[src/rtl/qmult_pipe.sv]
// -----------------------------------------------------------------------------
// qmult_pipe
//   Three-stage pipelined signed fixed-point multiplier. Operands and the
//   result are N-bit two's-complement words with Q fractional bits.
//   Each sample selects its own rounding mode. Overflow is reported per
//   sample and also accumulated into a sticky flag.
//
//   Optional build macro: QMULT_SAT_EN
//     defined   : an overflowed result saturates to +/-(2^(N-1)-1)
//     undefined : an overflowed result wraps (low N-1 magnitude bits, signed)
//
// Parameters
//   N  total word width (N >= 4)
//   Q  fractional bits (1 <= Q <= N-2)
//
// Ports
//   i_clk           clock, rising edge
//   i_rst           synchronous active-high reset
//   i_valid         input sample valid
//   o_ready         block can accept an input this cycle
//   i_multiplicand  operand A
//   i_multiplier    operand B
//   i_round         1 = round half away from zero, 0 = truncate toward zero
//   o_valid         o_result / o_ovr valid
//   i_ready         downstream accepts o_result
//   o_result        product
//   o_ovr           overflow for the sample on o_result
//   o_ovr_sticky    set by any transferred overflowed result
//   i_clr_ovr       clears o_ovr_sticky (a simultaneous set wins)
//
// Handshake: an input transfers on a cycle where i_valid && o_ready. An
// output transfers on a cycle where o_valid && i_ready. While
// o_valid && !i_ready (stall) every stage holds and o_ready is low.
// Otherwise all stages advance every cycle, and bubbles advance with them.
// -----------------------------------------------------------------------------
module qmult_pipe #(
  parameter int N = 32,
  parameter int Q = 16
) (
  input  logic         i_clk,
  input  logic         i_rst,
  input  logic         i_valid,
  output logic         o_ready,
  input  logic [N-1:0] i_multiplicand,
  input  logic [N-1:0] i_multiplier,
  input  logic         i_round,
  output logic         o_valid,
  input  logic         i_ready,
  output logic [N-1:0] o_result,
  output logic         o_ovr,
  output logic         o_ovr_sticky,
  input  logic         i_clr_ovr
);

  // Half an LSB of the result, expressed in product units.
  localparam logic [2*N:0] HALF_LSB = {{(2*N){1'b0}}, 1'b1} << (Q - 1);
  localparam logic [N-1:0] MAX_POS  = {1'b0, {(N-1){1'b1}}};

  logic stall;

  // Stage 1: sign and magnitudes
  logic         s1_valid;
  logic         s1_sign;
  logic [N-1:0] s1_mag_a;
  logic [N-1:0] s1_mag_b;
  logic         s1_round;

  // Stage 2: full unsigned product
  logic           s2_valid;
  logic           s2_sign;
  logic [2*N-1:0] s2_prod;
  logic           s2_round;

  // Stage 3 combinational result formation
  logic [2*N:0]   prod_rnd;
  logic [N-2:0]   res_mag;
  logic [N-1:0]   res_mag_ext;
  logic           res_ovr;
  logic [N-1:0]   res_signed;
  logic [N-1:0]   res_next;
  logic           unused_frac;

  assign stall   = o_valid & ~i_ready;
  assign o_ready = ~stall;

  // Rounding is applied before the range check, so a round-up into
  // 2^(N-1-Q) is reported as overflow.
  assign prod_rnd    = {1'b0, s2_prod} + (s2_round ? HALF_LSB : '0);
  assign res_mag     = prod_rnd[N-2+Q:Q];
  assign res_ovr     = |prod_rnd[2*N:N-1+Q];
  assign res_mag_ext = {1'b0, res_mag};
  // A negative sign with zero magnitude negates to 0, so no special case.
  assign res_signed  = s2_sign ? (-res_mag_ext) : res_mag_ext;

  // Fraction bits below the result LSB are dropped after rounding.
  assign unused_frac = ^prod_rnd[Q-1:0];

`ifdef QMULT_SAT_EN
  assign res_next = res_ovr ? (s2_sign ? (-MAX_POS) : MAX_POS) : res_signed;
`else
  assign res_next = res_signed;
`endif

  always_ff @(posedge i_clk) begin
    if (i_rst) begin
      s1_valid     <= 1'b0;
      s1_sign      <= 1'b0;
      s1_mag_a     <= '0;
      s1_mag_b     <= '0;
      s1_round     <= 1'b0;
      s2_valid     <= 1'b0;
      s2_sign      <= 1'b0;
      s2_prod      <= '0;
      s2_round     <= 1'b0;
      o_valid      <= 1'b0;
      o_result     <= '0;
      o_ovr        <= 1'b0;
      o_ovr_sticky <= 1'b0;
    end else begin
      if (!stall) begin
        // o_ready is high here, so i_valid alone marks an accepted sample.
        s1_valid <= i_valid;
        s1_sign  <= i_multiplicand[N-1] ^ i_multiplier[N-1];
        // -2^(N-1) negates to 2^(N-1), which fits exactly as N-bit unsigned.
        s1_mag_a <= i_multiplicand[N-1] ? (-i_multiplicand) : i_multiplicand;
        s1_mag_b <= i_multiplier[N-1]   ? (-i_multiplier)   : i_multiplier;
        s1_round <= i_round;

        s2_valid <= s1_valid;
        s2_sign  <= s1_sign;
        s2_prod  <= {{N{1'b0}}, s1_mag_a} * {{N{1'b0}}, s1_mag_b};
        s2_round <= s1_round;

        o_valid  <= s2_valid;
        o_result <= res_next;
        o_ovr    <= res_ovr;
      end

      // Set takes priority over clear.
      if (o_valid && i_ready && o_ovr) begin
        o_ovr_sticky <= 1'b1;
      end else if (i_clr_ovr) begin
        o_ovr_sticky <= 1'b0;
      end
    end
  end

endmodule

[config.mk]
export PLATFORM = sky130hd
export DESIGN_NAME = qmult_pipe
export DESIGN_NICKNAME = d
export VERILOG_FILES = /design/src/rtl/qmult_pipe.sv
export SDC_FILE = /design/constraint.sdc
export NUM_CORES = 2
export LEC_CHECK = 0
export ABC_AREA = 1
export CAP_MARGIN = 0
export CORE_MARGIN = 1.5
export CORE_UTILIZATION = 26
export CTS_CLUSTER_DIAMETER = 120
export CTS_CLUSTER_SIZE = 25
export DETAILED_ROUTE_END_ITERATION = 10
export SLEW_MARGIN = 40
export SYNTH_ARGS = -nofsm -noshare
export SYNTH_HDL_FRONTEND = slang
export SYNTH_SLANG_ARGS = --single-unit
[constraint.sdc]
create_clock -name i_clk -period 15.1 [get_ports i_clk]
set_input_delay 3.02 -clock i_clk [delete_from_list [all_inputs] [get_ports i_clk]]
set_output_delay 3.02 -clock i_clk [all_outputs]
set_load 0.1 [all_outputs]
Word level (Yosys, flattened, before mapping)
Cells that the tools add are included.
{"block": "totals", "reg_bits": 169, "inputBits": 70, "out_inout_bits": 36}
{"block": "classes", "addsub": 4, "n_mul": 1, "n_mux": 6, "bitwise_logic": 4, "n_reduce_logical": 4}
{"cell": "$mux 32", "n": 3}
{"cell": "$add 64x16->65", "n": 1}
{"cell": "$mul 32x32->64", "n": 1}
{"cell": "$neg 32->32", "n": 2}
{"cell": "$neg 31->32", "n": 1}
{"cell": "$reduce_or 18->1", "n": 1}
{"cell": "$mux 16", "n": 1}
{"cell": "$logic_and 1x1->1", "n": 2}
{"cell": "$mux 1", "n": 2}
{"cell": "$not 1->1", "n": 2}
{"cell": "$reduce_bool 2->1", "n": 1}
{"cell": "$and 1x1->1", "n": 1}
{"cell": "$xor 1x1->1", "n": 1}

Depth between registers and ports, before layout
{"block": "depth", "depth_word": 4, "mapped_depth": 35, "mapped_depth_nobuf": 33}

Least setup slack after synthesis
OpenSTA, ideal clock, no wires.
{"block": "synth_path", "kind": "in2out", "from": "input port i_ready", "to": "output port o_ready", "arrival_time_ns": 4.453, "path_slack_ns": 7.627, "stages": 4, "path_cell_list": "nor2_2 -> clkinv_1 -> clkbuf_1 -> clkbuf_1"}
{"block": "synth_between", "elab_chain_cells": 3}
{"item": "start: declaration", "line_no": "48", "source": "input logic i_ready,"}
{"item": "$not 1->1", "line_no": "83", "source": "assign stall = o_valid & ~i_ready;"}
{"item": "$and 1x1->1", "line_no": "83"}
{"item": "$not 1->1", "line_no": "84", "source": "assign o_ready = ~stall;"}
{"item": "end: declaration", "line_no": "43", "source": "output logic o_ready,"}
No other way between the ends.

Final worst setup path
Ends and elaborated chain as after synthesis.

==> results.md <==
* Crit share post-route at 0.519
* Hold violation total from the final report at 0
* Most common cell after layout, fill and taps aside: inv_1
* First-pass GRT wire length at 222 mm
* CP required at ~12 ns
* Sink Count at 154
* Post-synth EDFFs at 0
* Fin crit period at 7.83 ns
* GRT Util Overall at 0.162
* Post-synthesis cell type count at 47
* Mean Syn Cell Area at 7.16 um2
* Clk_skew at roughly 0.014 ns
* FF/Latch Area at about 3100 um2
* Unrepaired setup endpoints after global routing: false
* Initial antenna violation count at 17
* Relative slew slack at 0.428
* Initial Util at 0.261
* Vias per cell at 4.43
* Crit Path Max Fanout at 92
* H-tree levels at 4
* Largest net degree at the start of global routing at 95
* Multi-input gate area at 33600 um2
* GR Overflow Total at 0
* Crit path launch type: primary input
* Status: completed
* Post CTS Setup Buffer Count at 0
* # rows at around 150
* 1st-pass router iterations at 6
* Post-Synthesis Net Count at ~7500
* Die X at 418 um
* Power Dens Cells at ~150 nW/um2
* Max-slew violation count at 0
* Area Growth Syn to Fin at 8.33%
* Synthesized area at approximately 45000 um2
* Routed Wire Length at 137 mm
* Max IR drop VDD at 0.169 mV
* Latest clock arrival within the worst-skew pair at 0.48 ns
* Cell count after synthesis at 6250
* Slew @ Worst Pin at 0.851 ns
* Slowest cell on the critical path: buf_2
* Worst Setup End Kind: output pin
* Fraction of registers with async set/reset at 0
* Yosys warns at 0
* Leak Pwr at between 20 and 30 nW
* Most frequent cells in the layout: 1837 x inv_1, 1614 x nand2_1, 895 x fa_1, 338 x nor2_1, 264 x ha_1
* Crit path largest cell delay at 0.58 ns
* Die area at 175000 um2
* Clock Pin Slew Worst Setup and Hold Paths at 0.07 ns
* Io pins at 106
* IO buf count at 105
* Vias in the first global route at 39424
* Top FF cell, synth: dfxtp_1
* Max Buffers Root-to-Sink at 2
* Layout net count at around 7400
* Critical-path cell list: clkdlybuf4s50_1 > nor2_4 > buf_4 > inv_8 > buf_2
* Final ANT Viol Nets at 0
* Crit path kind: in -> out
* Yosys reg bits at 154
* Final Hold Slack at between 0.4 and 0.5 ns
* Fmax at 0.128 GHz
* Number of remaining DRC errors at 0
* Routed via count at 37444
* Crit path DAT at 4.81 ns
* Final Setup Violations at 0
* Register-to-register setup slack at 7.40 ns
* Layout cells sized above 1 at 0.0332
* Post_cts resized at 0
* TritonCTS clock tree: yes
* Total CTS buffers at 17
* DR WL/cell at 16.2 um
* Filler cell count at 18800
* GP Congestion at 0.978
* # hold bufs at CTS at 0
* Root buffer cell: clkbuf_16
* Initial DRC Count at 2608
* HPWL Detailed at 112 mm
* Register area share after synthesis at 0.0689
* Hold Path Class: reg -> reg
* Die H at 418 um
* Core Region at 171000 um2
* Setup TNS at 0 ns
* # Max-Cap Violations at 0
where the power goes:
group	switching (mW)	leakage, nW	internal [mW]
sequential	0.114	1.28	0.509
combinational	4.26	26.4	1.97
clock	0.205	0.256	0.214
cell type report:
type / count / share of cell area
Antenna cell: 6 / 0.000310
Timing Repair Buffer: 172 / 0.0291
Clock buffer: 19 / 0.00892
Inverter: 1842 / 0.143
Tap cell: 2310 / 0.0596
Clock inverter: 13 / 0.00232
Multi-Input combinational cell: 3944 / 0.693
Sequential cell: 154 / 0.0639
registers in the layout, indices dropped and copies added (netlist names):
name and count:
s2_prod 49, o_result 32, s1_mag_a 32, s1_mag_b 32, o_ovr 1, o_ovr_sticky 1, o_valid 1, s1_round 1
s1_sign 1, s1_valid 1, s2_round 1, s2_sign 1, s2_valid 1
cells by family (layout without fill, tap and decap cells):
family	Yosys count	in the layout	synth area share
adder cells (fa/ha/maj)	1159	1159	0.474
XOR/XNOR	71	71	0.0139
AO/OA/AOI/OAI	456	456	0.0599
flip-flops	154	154	0.0689
other	0	6	0
AND/OR/NAND/NOR	2258	2258	0.203
buffers and inverters	2152	2046	0.181
Yosys cell counts, types with 4 or more instances:
cell | instances | share of area
a21boi_0 | 6 | 0.0010
a21o_1 | 19 | 0.0032
a21oi_1 | 128 | 0.014
a31oi_1 | 15 | 0.0021
buf_1 | 6 | 0.00050
clkbuf_1 | 301 | 0.025
dfxtp_1 | 154 | 0.069
fa_1 | 895 | 0.40
ha_1 | 264 | 0.074
inv_1 | 1838 | 0.15
nand2_1 | 1614 | 0.14
nand2_2 | 19 | 0.0027
nand2_4 | 5 | 0.0013
nand3_1 | 158 | 0.018
nand3b_1 | 6 | 0.0010
nand4_1 | 28 | 0.0039
nor2_1 | 338 | 0.028
nor2_2 | 12 | 0.0017
nor2_4 | 4 | 0.0010
nor3_1 | 48 | 0.0054
nor4_1 | 6 | 0.00084
o211ai_1 | 27 | 0.0045
o21a_1 | 7 | 0.0012
o21ai_0 | 180 | 0.020
o21bai_1 | 37 | 0.0062
o221ai_1 | 28 | 0.0055
or2_2 | 11 | 0.0015
xnor2_1 | 29 | 0.0057
xor2_1 | 42 | 0.0082
worst max-delay path: cells and delay by family:
kind / cells / cell delay (ns)
buffers and inverters: 4 / 1.71
and+or+nand+nor: 1 / 0.05
stage by stage:
step	power, mW	cells	area (um2)	util	setup slack [ns]
after floorplan	4.48	6250	44800	-	7.63
after global placement	6.79	8420	48100	0.281	6.47
after detailed placement	6.75	8420	47900	0.279	7.26
after CTS	7.26	8452	48400	0.283	7.25
after global routing	7.97	8460	48500	0.283	7.03
final	7.26	8460	48500	0.283	7.27
per-layer routing:
metal | vias up | share of wire | GRT usage
met4 | 0 | 0.019 | 0.0415
met1 | 18652 | 0.44 | 0.216
met3 | 150 | 0.056 | 0.0171
li1 | 17558 | - | -
met5 | - | 0 | 0
met2 | 1084 | 0.49 | 0.277
path summary, 6_finish.rpt:
path                                  start  depth (start not counted)                       end
setup reg to reg  s1_mag_b[11]$_SDFFE_PP0N_                         24  s2_prod[30]$_SDFFE_PP0N_
hold reg to reg       s2_valid$_SDFFE_PP0N_                          2      o_valid$_SDFFE_PP0N_
setup / recovery                    i_ready                          5                   o_ready
hold / removal        s2_valid$_SDFFE_PP0N_                          2      o_valid$_SDFFE_PP0N_
(Power assumes the default switching activity.)
